[src/rtl/cnn_tile_sequencer.sv]
// Batch sequencer for CNN_Core: issues the start pulse, streams each tile from the
// synchronous-read tile buffer without gaps, then waits for and forwards the tile's results.
module cnn_tile_sequencer #(
    parameter int IMAGE_WIDTH  = 16,
    parameter int MAX_TILES    = 16,
    parameter int ADDR_WIDTH   = 12,
    parameter int OUT_PER_TILE = 196,
    parameter int FLUSH_CYCLES = 64
) (
    input  logic                  iClk,
    input  logic                  iRst,
    input  logic                  iGo,
    input  logic [4:0]            iNumTiles,
    input  logic                  iAbort,
    output logic                  oRdEn,
    output logic [ADDR_WIDTH-1:0] oRdAddr,
    input  logic [7:0]            iRdData,
    output logic                  oCoreStart,
    output logic [7:0]            oCoreData,
    output logic                  oCoreValid,
    input  logic [7:0]            iCoreResult,
    input  logic                  iCoreValid,
    output logic [7:0]            oResult,
    output logic                  oValid,
    output logic [3:0]            oTileIdx,
    output logic                  oBusy,
    output logic                  oDone,
    output logic                  oTimeout
);
    localparam int P      = IMAGE_WIDTH * IMAGE_WIDTH;
    localparam int PIX_W  = $clog2(P);
    localparam int RES_W  = $clog2(OUT_PER_TILE + 1);
    localparam int WAIT_W = $clog2(FLUSH_CYCLES);
    localparam int CNT_W  = $clog2(MAX_TILES + 1);

    typedef enum logic [2:0] {
        S_IDLE, S_START, S_STREAM, S_FLUSH, S_NEXT, S_DONE
    } state_t;

    state_t             state, state_nx;
    logic [CNT_W-1:0]   tile_cnt;
    logic [CNT_W-1:0]   num_clamped;
    logic [3:0]         tile_idx;
    logic [PIX_W-1:0]   pix_cnt;
    logic [RES_W-1:0]   res_cnt;
    logic [WAIT_W-1:0]  wait_cnt;
    logic               last_pix, res_done, wait_expired, last_tile;

    assign last_pix     = (pix_cnt == PIX_W'(P - 1));
    assign res_done     = (res_cnt >= RES_W'(OUT_PER_TILE));
    assign wait_expired = (wait_cnt == WAIT_W'(FLUSH_CYCLES - 1));
    assign last_tile    = ((CNT_W'(tile_idx) + CNT_W'(1)) == tile_cnt);

    // The core only sees data while a read is in flight; otherwise the bus stays quiet.
    assign oCoreData = oCoreValid ? iRdData : 8'd0;

    always_comb begin
        num_clamped = CNT_W'(iNumTiles);
        if (iNumTiles == 5'd0)
            num_clamped = CNT_W'(1);
        else if (int'(iNumTiles) > MAX_TILES)
            num_clamped = CNT_W'(MAX_TILES);
    end

    // NOTE: every output of this block gets a default first, so no path can infer a latch.
    always_comb begin
        state_nx   = state;
        oRdEn      = 1'b0;
        oCoreStart = 1'b0;
        oBusy      = 1'b1;
        oDone      = 1'b0;
        case (state)
            S_IDLE: begin
                oBusy = 1'b0;
                if (iGo) state_nx = S_START;
            end
            S_START: begin
                oCoreStart = 1'b1;
                state_nx   = S_STREAM;
            end
            S_STREAM: begin
                oRdEn = 1'b1;
                if (last_pix) state_nx = S_FLUSH;
            end
            S_FLUSH: begin
                if (res_done || wait_expired) state_nx = S_NEXT;
            end
            S_NEXT: begin
                state_nx = last_tile ? S_DONE : S_START;
            end
            S_DONE: begin
                oDone    = 1'b1;
                state_nx = S_IDLE;
            end
            default: state_nx = S_IDLE;
        endcase
        // Abort overrides everything, including a simultaneous go in IDLE.
        if (iAbort) state_nx = S_IDLE;
    end

    // NOTE: sequential state uses non-blocking assignments so every register samples pre-edge values.
    always_ff @(posedge iClk or posedge iRst) begin
        if (iRst) begin
            state      <= S_IDLE;
            tile_cnt   <= '0;
            tile_idx   <= '0;
            pix_cnt    <= '0;
            res_cnt    <= '0;
            wait_cnt   <= '0;
            oRdAddr    <= '0;
            oCoreValid <= 1'b0;
            oResult    <= 8'd0;
            oValid     <= 1'b0;
            oTileIdx   <= 4'd0;
            oTimeout   <= 1'b0;
        end else begin
            state      <= state_nx;
            oResult    <= iCoreResult;
            oValid     <= iCoreValid;
            oTileIdx   <= tile_idx;
            // Squash the read still in flight when aborting.
            oCoreValid <= oRdEn && !iAbort;

            case (state)
                S_IDLE: begin
                    if (state_nx == S_START) begin
                        tile_cnt <= num_clamped;
                        tile_idx <= '0;
                        oTimeout <= 1'b0;
                    end
                end
                S_START: begin
                    oRdAddr <= ADDR_WIDTH'(tile_idx * P);
                    pix_cnt <= '0;
                end
                S_STREAM: begin
                    oRdAddr <= oRdAddr + ADDR_WIDTH'(1);
                    pix_cnt <= pix_cnt + PIX_W'(1);
                end
                S_FLUSH: begin
                    if (state_nx == S_NEXT && !res_done) oTimeout <= 1'b1;
                end
                S_NEXT: begin
                    if (state_nx == S_START) tile_idx <= tile_idx + 4'd1;
                end
                default: ;
            endcase

            wait_cnt <= (state == S_FLUSH) ? wait_cnt + WAIT_W'(1) : '0;

            // Results that arrive on the FLUSH exit cycle are surplus; later ones belong to the next tile.
            if (state == S_IDLE || (state == S_FLUSH && state_nx != S_FLUSH))
                res_cnt <= '0;
            else if (state != S_DONE && iCoreValid && !res_done)
                res_cnt <= res_cnt + RES_W'(1);
        end
    end
endmodule

[config.mk]
export PLATFORM = sky130hd
export DESIGN_NAME = cnn_tile_sequencer
export DESIGN_NICKNAME = d
export VERILOG_FILES = /design/src/rtl/cnn_tile_sequencer.sv
export SDC_FILE = /design/constraint.sdc
export NUM_CORES = 1
export LEC_CHECK = 0
export BUFFER_PORTS_ARGS = -buffer_cell sky130_fd_sc_hd__buf_4
export CAP_MARGIN = 20
export CORE_MARGIN = 5
export CORE_UTILIZATION = 45
export CTS_CLUSTER_DIAMETER = 80
export CTS_CLUSTER_SIZE = 40
export DETAILED_ROUTE_END_ITERATION = 10
export GPL_TIMING_DRIVEN = 1
export PLACE_DENSITY_LB_ADDON = 0.1
export SYNTH_ARGS = -nofsm -noshare
export SYNTH_HDL_FRONTEND = slang
export SYNTH_SLANG_ARGS = --single-unit
[constraint.sdc]
create_clock -name iClk -period 5.07 [get_ports iClk]
set_input_delay 0.507 -clock iClk [delete_from_list [all_inputs] [get_ports iClk]]
set_output_delay 0.507 -clock iClk [all_outputs]
set_load 0.02 [all_outputs]
==> Word-level counts from Yosys, hierarchy flattened <==
Cells that the tools add are included.
{ "classes": {"addsub": 6, "order_cmp": 2, "n_eq_ne": 15, "mux": 24, "reduce_logical": 18} }
{ "ops": {"columns": ["op", "count"], "rows": [
  ["$mux 8", 3],
  ["$pmux 12 s2", 1],
  ["$add 8x1->8 const B", 2],
  ["$pmux 8 s2", 1],
  ["$mux 3", 5],
  ["$pmux 3 s5", 1],
  ["$add 12x1->12 const B", 1],
  ["$mux 5", 2],
  ["$eq 3x3->1 const B", 3],
  ["$eq 8x8->1 const B", 1],
  ["$ge 8x8->1 const B", 1],
  ["$mux 4", 2],
  ["$pmux 4 s2", 1],
  ["$reduce_bool 2->1", 4],
  ["$add 6x1->6 const B", 1],
  ["$eq 3x1->1 const B", 2],
  ["$eq 3x2->1 const B", 2],
  ["$eq 6x6->1 const B", 1],
  ["$mux 1", 6],
  ["$mux 6", 1],
  ["$ne 2x2->1 const B", 3],
  ["$reduce_and 3->1", 2],
  ["$add 4x1->5 const B", 1],
  ["$eq 5x5->1", 1],
  ["other kinds (11)", 17]
]} }
{ "word_totals": {"reg_bits": 61, "input_bits": 26, "output_inout_bits": 39} }

==> Depth between registers and ports, before layout <==
{ "depth": {"depth_word": 9, "mapped_depth": 7} }

==> Worst setup path before layout <==
No wires, ideal clock.
{ "synth_timing": {"path_kind": "register -> register", "startpoint": "reg tile_idx[0]", "endpoint": "reg tile_idx[0]", "setup_ns": 0.125, "arrival_time_ns": 1.744, "setup_slack_ns": 3.201, "stages_incl_launch_ff": 7, "synth_period_minus_slack_ns": 1.869, "path_cell_list": "dfrtp_1 ha_1 xnor2_1 nand4_1 a211o_1 nand4_2 mux2_2"} }
{ "synth_between": {"elab_chain_len": 8, "elab_cells_between_ends": 12} }
{ "synth_lines": {"columns": ["element", "line", "source"], "rows": [
  ["start, declared", "43", "logic [3:0] tile_idx;"],
  ["start signal, assigned", "144", "if (state_nx == S_START) tile_idx <= tile_idx + 4'd1;"],
  ["$add 4x1->5", "52", "assign last_tile = ((CNT_W'(tile_idx) + CNT_W'(1)) == tile_cnt);"],
  ["$eq 5x5->1", "52", null],
  ["$mux 3", "89", "state_nx = last_tile ? S_DONE : S_START;"],
  ["$pmux 3 s5", "72", "case (state)"],
  ["$mux 3", "98", "if (iAbort) state_nx = S_IDLE;"],
  ["$eq 3x1->1", "126, 144", null],
  ["$ne 2x2->1 (no line)", null, null],
  ["$reduce_and 3->1 (no line)", null, null]
]} }
Several ways; a longest one is shown, not always the timed one. The select of a mux whose other input is x is not followed.
A chain may end at the register's enable or synchronous reset.

==> Worst setup path in the final report <==
{ "layout_timing": {"startpoint": "reg state[2]", "endpoint": "out oCoreStart"} }
{ "layout_between": {"elab_chain_len": 2} }
{ "layout_lines": {"columns": ["element", "line", "source"], "rows": [
  ["start, declared", "40", "state_t state, state_nx;"],
  ["start signal, assigned", "117", "state <= state_nx;"],
  ["$eq 3x1->1", "72", null],
  ["$mux 1", "72", null],
  ["end, declared", "18", "output logic oCoreStart,"]
]} }
Every way passes these cells.

==> out/qor.yml <==
status: "finished clean"
antenna_found_initial: 0
die_h_um: 89.7
overflow: 0
cts_hold_buffers: 0
clk_pin_slew_ns: 0.07
ios: 65
grt_pass1_wl_mm: 10.6
seq_area_frac_synth_pct: 53.4
slew_viol_final: 0
core_area_um2: 6280
first_global_vias: 2236
ys.flop_type: "dfrtp_1"
cts_resized: 0
core.rowCount: 29
fin_crit_sh_pct: 47.0
clkLatencyLatePin_ns: 0.33
synth_fp_nets: 302
fin_crit_ns: 2.38
grt_max_degree: 62
htreeDepth: 3
critPathMaxFanout: 13
place_ws_ns: 2.80
hold_violations: 0
end_kind: "primary output"
cts_sinks: 61
hold_class: "in -> reg"
synth_top_area_share_pct: 53.4
synth_cells: 270
synthTopCellsByArea: "dfrtp_1, o21ai_0, xnor2_1"
synth_top_area_cell: "dfrtp_1"
cap_violations: 0
grt_setup_unrepaired: "no"
start_kind: "flop"
route.detailed.drc: 0
powerDensity_nw_per_um2: 320
portBuffers: 64
num-nets-final: 373
finClkSkew_ns: 0.00566
vdd_drop_max_uv: 152
firstDrtPassIters: 4
synth_edf_count: 0
arrival_ns: 1.87
cts_tree: "built"
cp.required_ns: 4.56
layout-drive-gt1-share_pct: 28.0
path_class: "reg -> out"
clock_path_buffers: 2
grt_use_total_pct: 15.9
worst_pin_slew_ns: 0.760
p_leak_nw: 1.71
drt-initial-drc-count: 87
wl_per_cell_um: 15.0
syn_area_per_cell_um2: 10.6
syn_to_final_growth_pct: 27.1
ys_ff_latch: 61
viasPerCell: 5.48
initial_core_util_pct: 45.5
relSlewSlack_pct: 49.3
n_antenna_cell: 0
ys_types: 49
yosys_warnings: 0
setup_slack_ns: 2.69
fillers: 560
max_freq_mhz: 420
place_congestion: 0.781
synthesis.area_um2: 2860
synth-async-reset-ratio_pct: 100
die_x_um: 89.7
postCtsSetupBuffers: 0
place.detailed.hpwl_mm: 4.56
ant_nets: 0
root_buffer: "clkbuf_8"
vias: 2319
numCtsBuffers: 9
finalSetupTns_ns: 0
dieArea_um2: 8050
finalSetupViolCount: 0
wl_mm: 6.35
[sequential cells by signal, indices dropped and copies added, names as in the netlist]
| name | cells |
|---|---|
| oValid | 1 |
| tile_idx | 4 |
| pix_cnt | 8 |
| oTimeout | 1 |
| res_cnt | 8 |
| oCoreValid | 1 |
| wait_cnt | 6 |
| oTileIdx | 4 |
| oRdAddr | 12 |
| tile_cnt | 5 |
| oResult | 8 |
| state | 3 |
[worst paths after layout]
check,cells after the start,end,slack [ns],startpoint
hold / removal,1,oResult[6],0.28,iCoreResult[6]
hold reg to reg,0,oTileIdx[1],0.47,tile_idx[1]
setup reg to reg,6,tile_idx[2],2.81,state[2]
min in group asynchronous,3,oResult[4],0.40,iRst
max in group asynchronous,3,res_cnt[7],4.18,iRst
setup / recovery,3,oCoreStart,2.69,state[2]
[synthesized netlist by cell type (2+ instances only)]
cell type,n
a211o_1,2
a21oi_1,12
a221o_1,3
a22o_1,2
a22oi_1,2
and2_1,11
and3_1,4
clkbuf_1,4
dfrtp_1,61
ha_1,6
inv_1,8
mux2_2,7
nand2_1,18
nand3_1,17
nand3b_1,2
nand4_1,12
nor2_1,21
nor2b_1,7
nor3_1,5
nor3b_1,2
o211ai_1,3
o21ai_0,19
o311ai_0,2
or3_1,2
xnor2_1,10
xor2_1,5
[layout make-up]
type                            count  area, µm²  area share, %
Timing Repair Buffer               65        488           13.4
Tap cell                           77       96.3           2.65
Inverter                            9       35.0          0.964
Sequential cell                    61       1530           42.0
Clock inverter                      3       42.5           1.17
Multi-Input combinational cell    195       1280           35.1
Clock buffer                       13        169           4.65
[logic make-up (layout without fill, tap and decap cells)]
| family | after synthesis | in the layout | share of synthesized area (%) |
|---|---|---|---|
| compound gates | 53 | 53 | 12.4 |
| fa+ha+maj | 6 | 6 | 2.63 |
| mux | 8 | 8 | 3.11 |
| buf+inv | 14 | 90 | 1.93 |
| flops | 61 | 61 | 53.4 |
| xor+xnor | 15 | 15 | 4.59 |
| simple gates | 113 | 113 | 22.0 |
[per-layer routing]
metal / track usage [%] / vias to the layer above / share of wire, % / wire length [µm]
met2: 25.0 / 68 / 47 / 2990
met1: 20.4 / 1120 / 45 / 2880
met4: 6.05 / 0 / 1.7 / 106
li1: - / 1120 / - / -
met3: 5.18 / 11 / 5.9 / 377
met5: 0 / - / 0 / 0
[worst max-delay path: stages, from the launching register on]
cell	delay, ns
dfrtp_1	0.49
or3b_2	0.66
inv_1	0.22
buf_4	0.18
[power breakdown]
group	total [W]	internal [W]	switching, W
registers	0.000555	0.000518	0.0000363
logic	0.000157	0.0000724	0.0000848
clock network	0.000451	0.000267	0.000185
[per-stage QoR]
step / utilization [%] / power, W / hold slack (ns) / instance area [µm²] / instances
after floorplan: - / 0.000655 / 0.412 / 2860 / 270
after global placement: 54.5 / 0.000718 / 0.469 / 3420 / 407
after detailed placement: 54.5 / 0.000722 / 0.452 / 3420 / 407
after CTS: 57.9 / 0.00118 / 0.262 / 3630 / 423
after global routing: 57.9 / 0.00122 / 0.262 / 3630 / 423
final: 57.9 / 0.00116 / 0.278 / 3630 / 423
[placed cells by master (no fill, tap or decap), drive strengths merged, types with 2 or more instances in the layout]
cell	n
nor2	21
a211o	2
a22oi	2
a22o	2
o311ai	2
o211ai	4
clkinv	2
nor3b	2
nor4	2
nand4	13
and3	4
or3b	2
nor3	5
and2	11
a211oi	2
a21oi	12
clkbuf	13
nor2b	7
nand3b	3
a221o	3
nand2	18
xnor2	10
ha	6
o21ai	19
nand3	17
mux2	7
buf	65
inv	8
dfrtp	61
or3	2
xor2	5
Note: power is estimated with default switching activity, not from simulation.
